**src/rtl/pipeline_pkg.sv**
```systemverilog
// Shared pipeline definitions: hazard-unit state encoding and default register-index width.
package pipeline_pkg;

    localparam int REG_ID_WIDTH = 5;

    typedef enum logic [1:0] {
        HZ_RUN           = 2'd0,
        HZ_MEM_WAIT      = 2'd1,
        HZ_REDIRECT_WAIT = 2'd2
    } hz_state_t;

endpackage

```
**src/rtl/load_use_detect.sv**
```systemverilog
// Combinational load-use comparator: flags when the ID instruction reads the
// destination of a load currently in EX. Register x0 never matches.
module load_use_detect #(
    parameter int REG_ID_WIDTH = pipeline_pkg::REG_ID_WIDTH
) (
    input  logic [REG_ID_WIDTH-1:0] id_reg1_i,
    input  logic [REG_ID_WIDTH-1:0] id_reg2_i,
    input  logic                    id_use1_i,
    input  logic                    id_use2_i,
    input  logic [REG_ID_WIDTH-1:0] ex_dest_i,
    input  logic                    ex_mem_read_i,
    output logic                    hazard_o
);

    logic destValid;
    logic match1;
    logic match2;

    assign destValid = ex_mem_read_i && (ex_dest_i != '0);
    assign match1    = id_use1_i && (id_reg1_i == ex_dest_i);
    assign match2    = id_use2_i && (id_reg2_i == ex_dest_i);
    assign hazard_o  = destValid && (match1 || match2);

endmodule

```
**src/rtl/pipeline_hazard_unit.sv**
```systemverilog
// Pipeline hazard unit: combines data-cache stalls, EX redirects, instruction-cache
// misses and load-use hazards into per-stage stall/flush controls.
// Optional performance counters are built when HAZARD_PERF_CNT_EN is defined.
module pipeline_hazard_unit #(
    parameter int REG_ID_WIDTH = pipeline_pkg::REG_ID_WIDTH,
    parameter int CNT_WIDTH    = 32
) (
    input  logic                    clk,
    input  logic                    reset,
    input  logic [REG_ID_WIDTH-1:0] id_reg1,
    input  logic [REG_ID_WIDTH-1:0] id_reg2,
    input  logic                    id_use1,
    input  logic                    id_use2,
    input  logic [REG_ID_WIDTH-1:0] ex_dest,
    input  logic                    ex_mem_read,
    input  logic                    ex_redirect,
    input  logic                    icache_busy,
    input  logic                    dcache_busy,
    output logic                    pc_stall,
    output logic                    if_id_stall,
    output logic                    id_ex_stall,
    output logic                    ex_mem_stall,
    output logic                    if_id_flush,
    output logic                    id_ex_flush,
    output logic                    mem_wb_flush,
    output logic [1:0]              hz_state
`ifdef HAZARD_PERF_CNT_EN
    ,
    output logic [CNT_WIDTH-1:0]    stall_cycles,
    output logic [CNT_WIDTH-1:0]    flush_events,
    output logic [CNT_WIDTH-1:0]    load_use_events
`endif
);

    import pipeline_pkg::*;

    hz_state_t state_q;
    hz_state_t state_d;
    logic      loadUse;

    load_use_detect #(
        .REG_ID_WIDTH (REG_ID_WIDTH)
    ) uLoadUse (
        .id_reg1_i     (id_reg1),
        .id_reg2_i     (id_reg2),
        .id_use1_i     (id_use1),
        .id_use2_i     (id_use2),
        .ex_dest_i     (ex_dest),
        .ex_mem_read_i (ex_mem_read),
        .hazard_o      (loadUse)
    );

    // State register; reset abandons any pending memory or redirect wait.
    always_ff @(posedge clk or negedge reset) begin
        if (!reset) begin
            state_q <= HZ_RUN;
        end else begin
            state_q <= state_d;
        end
    end

    // Priority: reset, memory freeze, redirect, redirect wait, load-use, fetch miss.
    always_comb begin
        pc_stall     = 1'b0;
        if_id_stall  = 1'b0;
        id_ex_stall  = 1'b0;
        ex_mem_stall = 1'b0;
        if_id_flush  = 1'b0;
        id_ex_flush  = 1'b0;
        mem_wb_flush = 1'b0;
        state_d      = HZ_RUN;

        if (!reset) begin
            state_d = HZ_RUN;
        end else if (dcache_busy) begin
            pc_stall     = 1'b1;
            if_id_stall  = 1'b1;
            id_ex_stall  = 1'b1;
            ex_mem_stall = 1'b1;
            mem_wb_flush = 1'b1;
            state_d      = (state_q == HZ_REDIRECT_WAIT) ? HZ_REDIRECT_WAIT : HZ_MEM_WAIT;
        end else if (ex_redirect) begin
            if_id_flush = 1'b1;
            id_ex_flush = 1'b1;
            state_d     = icache_busy ? HZ_REDIRECT_WAIT : HZ_RUN;
        end else if (state_q == HZ_REDIRECT_WAIT) begin
            if_id_flush = 1'b1;
            pc_stall    = icache_busy;
            state_d     = icache_busy ? HZ_REDIRECT_WAIT : HZ_RUN;
        end else if (loadUse) begin
            pc_stall    = 1'b1;
            if_id_stall = 1'b1;
            id_ex_flush = 1'b1;
        end else if (icache_busy) begin
            pc_stall    = 1'b1;
            if_id_flush = 1'b1;
        end
    end

    assign hz_state = state_q;

`ifdef HAZARD_PERF_CNT_EN
    logic [CNT_WIDTH-1:0] stallCycles_q;
    logic [CNT_WIDTH-1:0] flushEvents_q;
    logic [CNT_WIDTH-1:0] loadUseEvents_q;
    logic                 redirectEvent;
    logic                 bubbleEvent;

    assign redirectEvent = if_id_flush && id_ex_flush;
    assign bubbleEvent   = if_id_stall && id_ex_flush;

    // Free-running event counters that wrap naturally at their width.
    always_ff @(posedge clk or negedge reset) begin
        if (!reset) begin
            stallCycles_q   <= '0;
            flushEvents_q   <= '0;
            loadUseEvents_q <= '0;
        end else begin
            if (pc_stall) begin
                stallCycles_q <= stallCycles_q + CNT_WIDTH'(1);
            end
            if (redirectEvent) begin
                flushEvents_q <= flushEvents_q + CNT_WIDTH'(1);
            end
            if (bubbleEvent) begin
                loadUseEvents_q <= loadUseEvents_q + CNT_WIDTH'(1);
            end
        end
    end

    assign stall_cycles    = stallCycles_q;
    assign flush_events    = flushEvents_q;
    assign load_use_events = loadUseEvents_q;
`endif

endmodule

```
**config.mk**
```make
export PLATFORM = sky130hd
export DESIGN_NAME = pipeline_hazard_unit
export DESIGN_NICKNAME = d
export VERILOG_FILES = /design/src/rtl/pipeline_pkg.sv /design/src/rtl/load_use_detect.sv /design/src/rtl/pipeline_hazard_unit.sv
export SDC_FILE = /design/constraint.sdc
export NUM_CORES = 1
export LEC_CHECK = 0
export ABC_AREA = 1
export CORE_AREA = 2 2 39 41
export CTS_BUF_LIST = sky130_fd_sc_hd__clkbuf_4
export DETAILED_ROUTE_END_ITERATION = 7
export DIE_AREA = 0 0 41 43
export GPL_TIMING_DRIVEN = 0
export HOLD_SLACK_MARGIN = 0.06
export PLACE_DENSITY = 0.73
export SLEW_MARGIN = 40
export SYNTH_ARGS = -nofsm -noshare
export SYNTH_HDL_FRONTEND = slang
export SYNTH_SLANG_ARGS = --single-unit
```
**constraint.sdc**
```tcl
create_clock -name clk -period 1.1 [get_ports clk]
set_input_delay 0.165 -clock clk [delete_from_list [all_inputs] [get_ports clk]]
set_output_delay 0.165 -clock clk [all_outputs]
set_load 0.1 [all_outputs]
```
==> flow_summary.ini <==
[power]
p_int_uw = 344
p_leak_uw = 0.000471
switching_power_uw = 300
cellPowerDensity_nw_per_um2 = 760
switching_share_pct = 46.6
p_comb_share_pct = 62.3
clkPwrFrac_pct = 24.7
power_frac_seq_pct = 13.0
peakVddDrop_v = 0.000330
p_total_uw = 644

[clocking]
clock_latency_ns = 0.22
cts_buffer_depth = 2
cts_tree = yes
cts_sinks = 2
cts_buffers = 3
h-tree-depth = 1
post_cts_buffers = 0
root_buffer = clkbuf_4
clkTransAtPathRegs_ns = 0.03

[floorplan]
die_w_um = 41
die_area_um2 = 1760
start_util_pct = 27.8
core_area_um2 = 1380
fp.dieH_um = 43
boundaryPins = 32
fp-row-count = 14

[global_routing]
grt_pass1_vias = 569
overflow = 0
grt_pass1_wl_mm = 2.01
grt_max_degree = 7
grtUsageTotal_pct = 16.2
grt_antenna_before_repair = 0

[logic_synthesis]
synth_most_common_cell = nand2_1
synth-seq-cells = 2
yosysWarnings = 0
async_reset_ff_share_pct = 100
yosys.area.top_type = nand2_1
ys_seq_area_share_pct = 13.0
synthCells = 82
syn_area_um2 = 384
synthDistinctLibCells = 14
synth_top_area_share_pct = 32.2
syn_area_per_cell_um2 = 4.68
syn_nets = 105
synthTopCellsByArea = nand2_1 (32%), inv_1 (18%), dfrtp_1 (13%)
synth_edf_count = 0
synth_ff_type = dfrtp_1
synth_commonest_cells = nand2_1 (33), inv_1 (18), nor2_1 (12)

[critical_path]
path_buf_inv = 2
crit_chain = inv_2 > nor2_4 > nor2_4 > nand2_2 > o21ai_4 > buf_12
critPathCaptureType = output pin
path_delay_family = flip-flops
path_max_fanout = 3
rr_worst_depth = 5
slowest_stage = dfrtp_4
worstSetupPathDepth = 6
cp_data_arrival_time_ns = 1.32
startpoint_type = register
crit_required_ns = 0.94
slowest_delay_ns = 0.46
path_class = reg -> out
cp_common_cell = nor2_4

[placement]
port_buffers = 31
place_congestion = 0.720
hpwlAfterDp_mm = 1.02

[sta]
period_needed_ns = 1.48
holdWs_ns = 0.279
finalHoldViolCount = 0
fmax_mhz = 674
worstMarginPinSlew_ns = 0.484
rsz0062_at_grt = true
setup_viol = 6
post-route-period-util_pct = 135
slew_headroom_pct = 67.9
finalMaxSlewViolations = 0
clock_skew_ns = 0.00100
setup_slack_ns = -0.385

[routing]
wl_per_cell_um = 9.12
drt_iter0_markers = 4
dr.pass1.iters = 4
viasPerCell = 4.49
wl_mm = 1.21
antenna_left = 0
drcViolationCount = 0
vias = 597

[layout]
n_antenna_cell = 0
multi_input_area_um2 = 348
drive_gt1_share_pct = 42.7
seqCellArea_um2 = 57.6
syn_to_final_growth_pct = 121
largest_register_ffs = 2
nets = 142
fillers = 140

[outcome]
violations = negative setup slack
status = complete, but fails checks

[run]
maxCapViolations = 0

[hold_path]
hp-class = in -> reg
min_path_cells = 3
[repair_timing]
action	CTS	global route
hold buffers	1	0
resized for setup	65	20
cloned	0	0
pin swaps	18	14
endpoints found under the hold margin	2	0
endpoints found under the setup margin	9	6
[layout by cell type (no fill, tap or decap), types with 3 or more instances in the layout]
| cell type | Yosys | final |
|---|---|---|
| nand2_1 | 33 | 29 |
| inv_1 | 18 | 11 |
| nor2_1 | 12 | 9 |
| inv_2 | 2 | 8 |
| clkbuf_2 | 0 | 8 |
| buf_2 | 0 | 6 |
| buf_12 | 0 | 5 |
| clkdlybuf4s15_1 | 0 | 4 |
| o21ai_1 | 2 | 3 |
| a21oi_4 | 0 | 3 |
| buf_6 | 0 | 3 |
| clkbuf_4 | 0 | 3 |
| dlygate4sd2_1 | 0 | 3 |
[cell families (layout without fill, tap and decap cells)]
| kind of cell | after synthesis | in the layout | share of synthesized area (%) |
|---|---|---|---|
| AO/OA/AOI/OAI | 7 | 7 | 9.12 |
| buffers and inverters | 22 | 57 | 23.5 |
| flip-flops | 2 | 2 | 13.0 |
| AND/OR/NAND/NOR | 51 | 51 | 54.4 |
[power groups by stage]
| stage | Combinational, uW | Clock, uW | Sequential, uW |
|---|---|---|---|
| after floorplan | 224 | 0 | 116 |
| after global placement | 394 | 0 | 84.9 |
| after detailed placement | 382 | 0 | 84.7 |
| after CTS | 405 | 168 | 83.9 |
| after global routing | 429 | 171 | 84.7 |
| final | 401 | 159 | 83.8 |
[worst paths after layout]
kind                             startpoint           to  slack (ns)
worst max-delay path            hz_state[1]  if_id_stall       -0.38
max in group asynchronous             reset  hz_state[1]        0.53
worst min-delay path            dcache_busy  hz_state[0]        0.28
min in group asynchronous             reset  hz_state[0]        0.42
worst min register to register  hz_state[0]  hz_state[0]        0.58
worst max register to register  hz_state[0]  hz_state[1]        0.11
[through the flow]
| stage | cells | TNS (ns) | worst slack (ns) | cell area (um^2) | utilization [%] |
|---|---|---|---|---|---|
| after CTS | 133 | -1.76 | -0.400 | 867 | 62.7 |
| after detailed placement | 129 | -6.10 | -0.954 | 783 | 56.6 |
| after global routing | 133 | -1.96 | -0.449 | 847 | 61.2 |
| final | 133 | -1.65 | -0.385 | 847 | 61.2 |
| after global placement | 129 | -12.10 | -1.64 | 828 | 59.9 |
| after floorplan | 82 | -2.45 | -0.590 | 498 | - |
[area by class of cell]
class                   count  area share, %
multi-input cells          58           41.1
inverters                  20           9.31
clock buffers               3           2.66
repair buffers             32           34.1
plain buffers               2           3.69
well taps                  16           2.36
flip-flops and latches      2           6.79
[per-layer routing]
metal / GRT usage [%] / wire [um] / up-vias / part of all wire [%]
met1: 14.3 / 418 / 253 / 34
met2: 31.6 / 679 / 30 / 56
met4: 6.00 / 2 / 0 / 0.16
li1: - / - / 312 / -
met5: 0 / 0 / - / 0
met3: 3.66 / 112 / 2 / 9.2
[tightest hold or removal path, stage by stage]
cell and delay (ns):
buf_2 0.15, nand2_8 0.10, nor2_1 0.04
No activity file was read; power rests on OpenSTA's default activity.
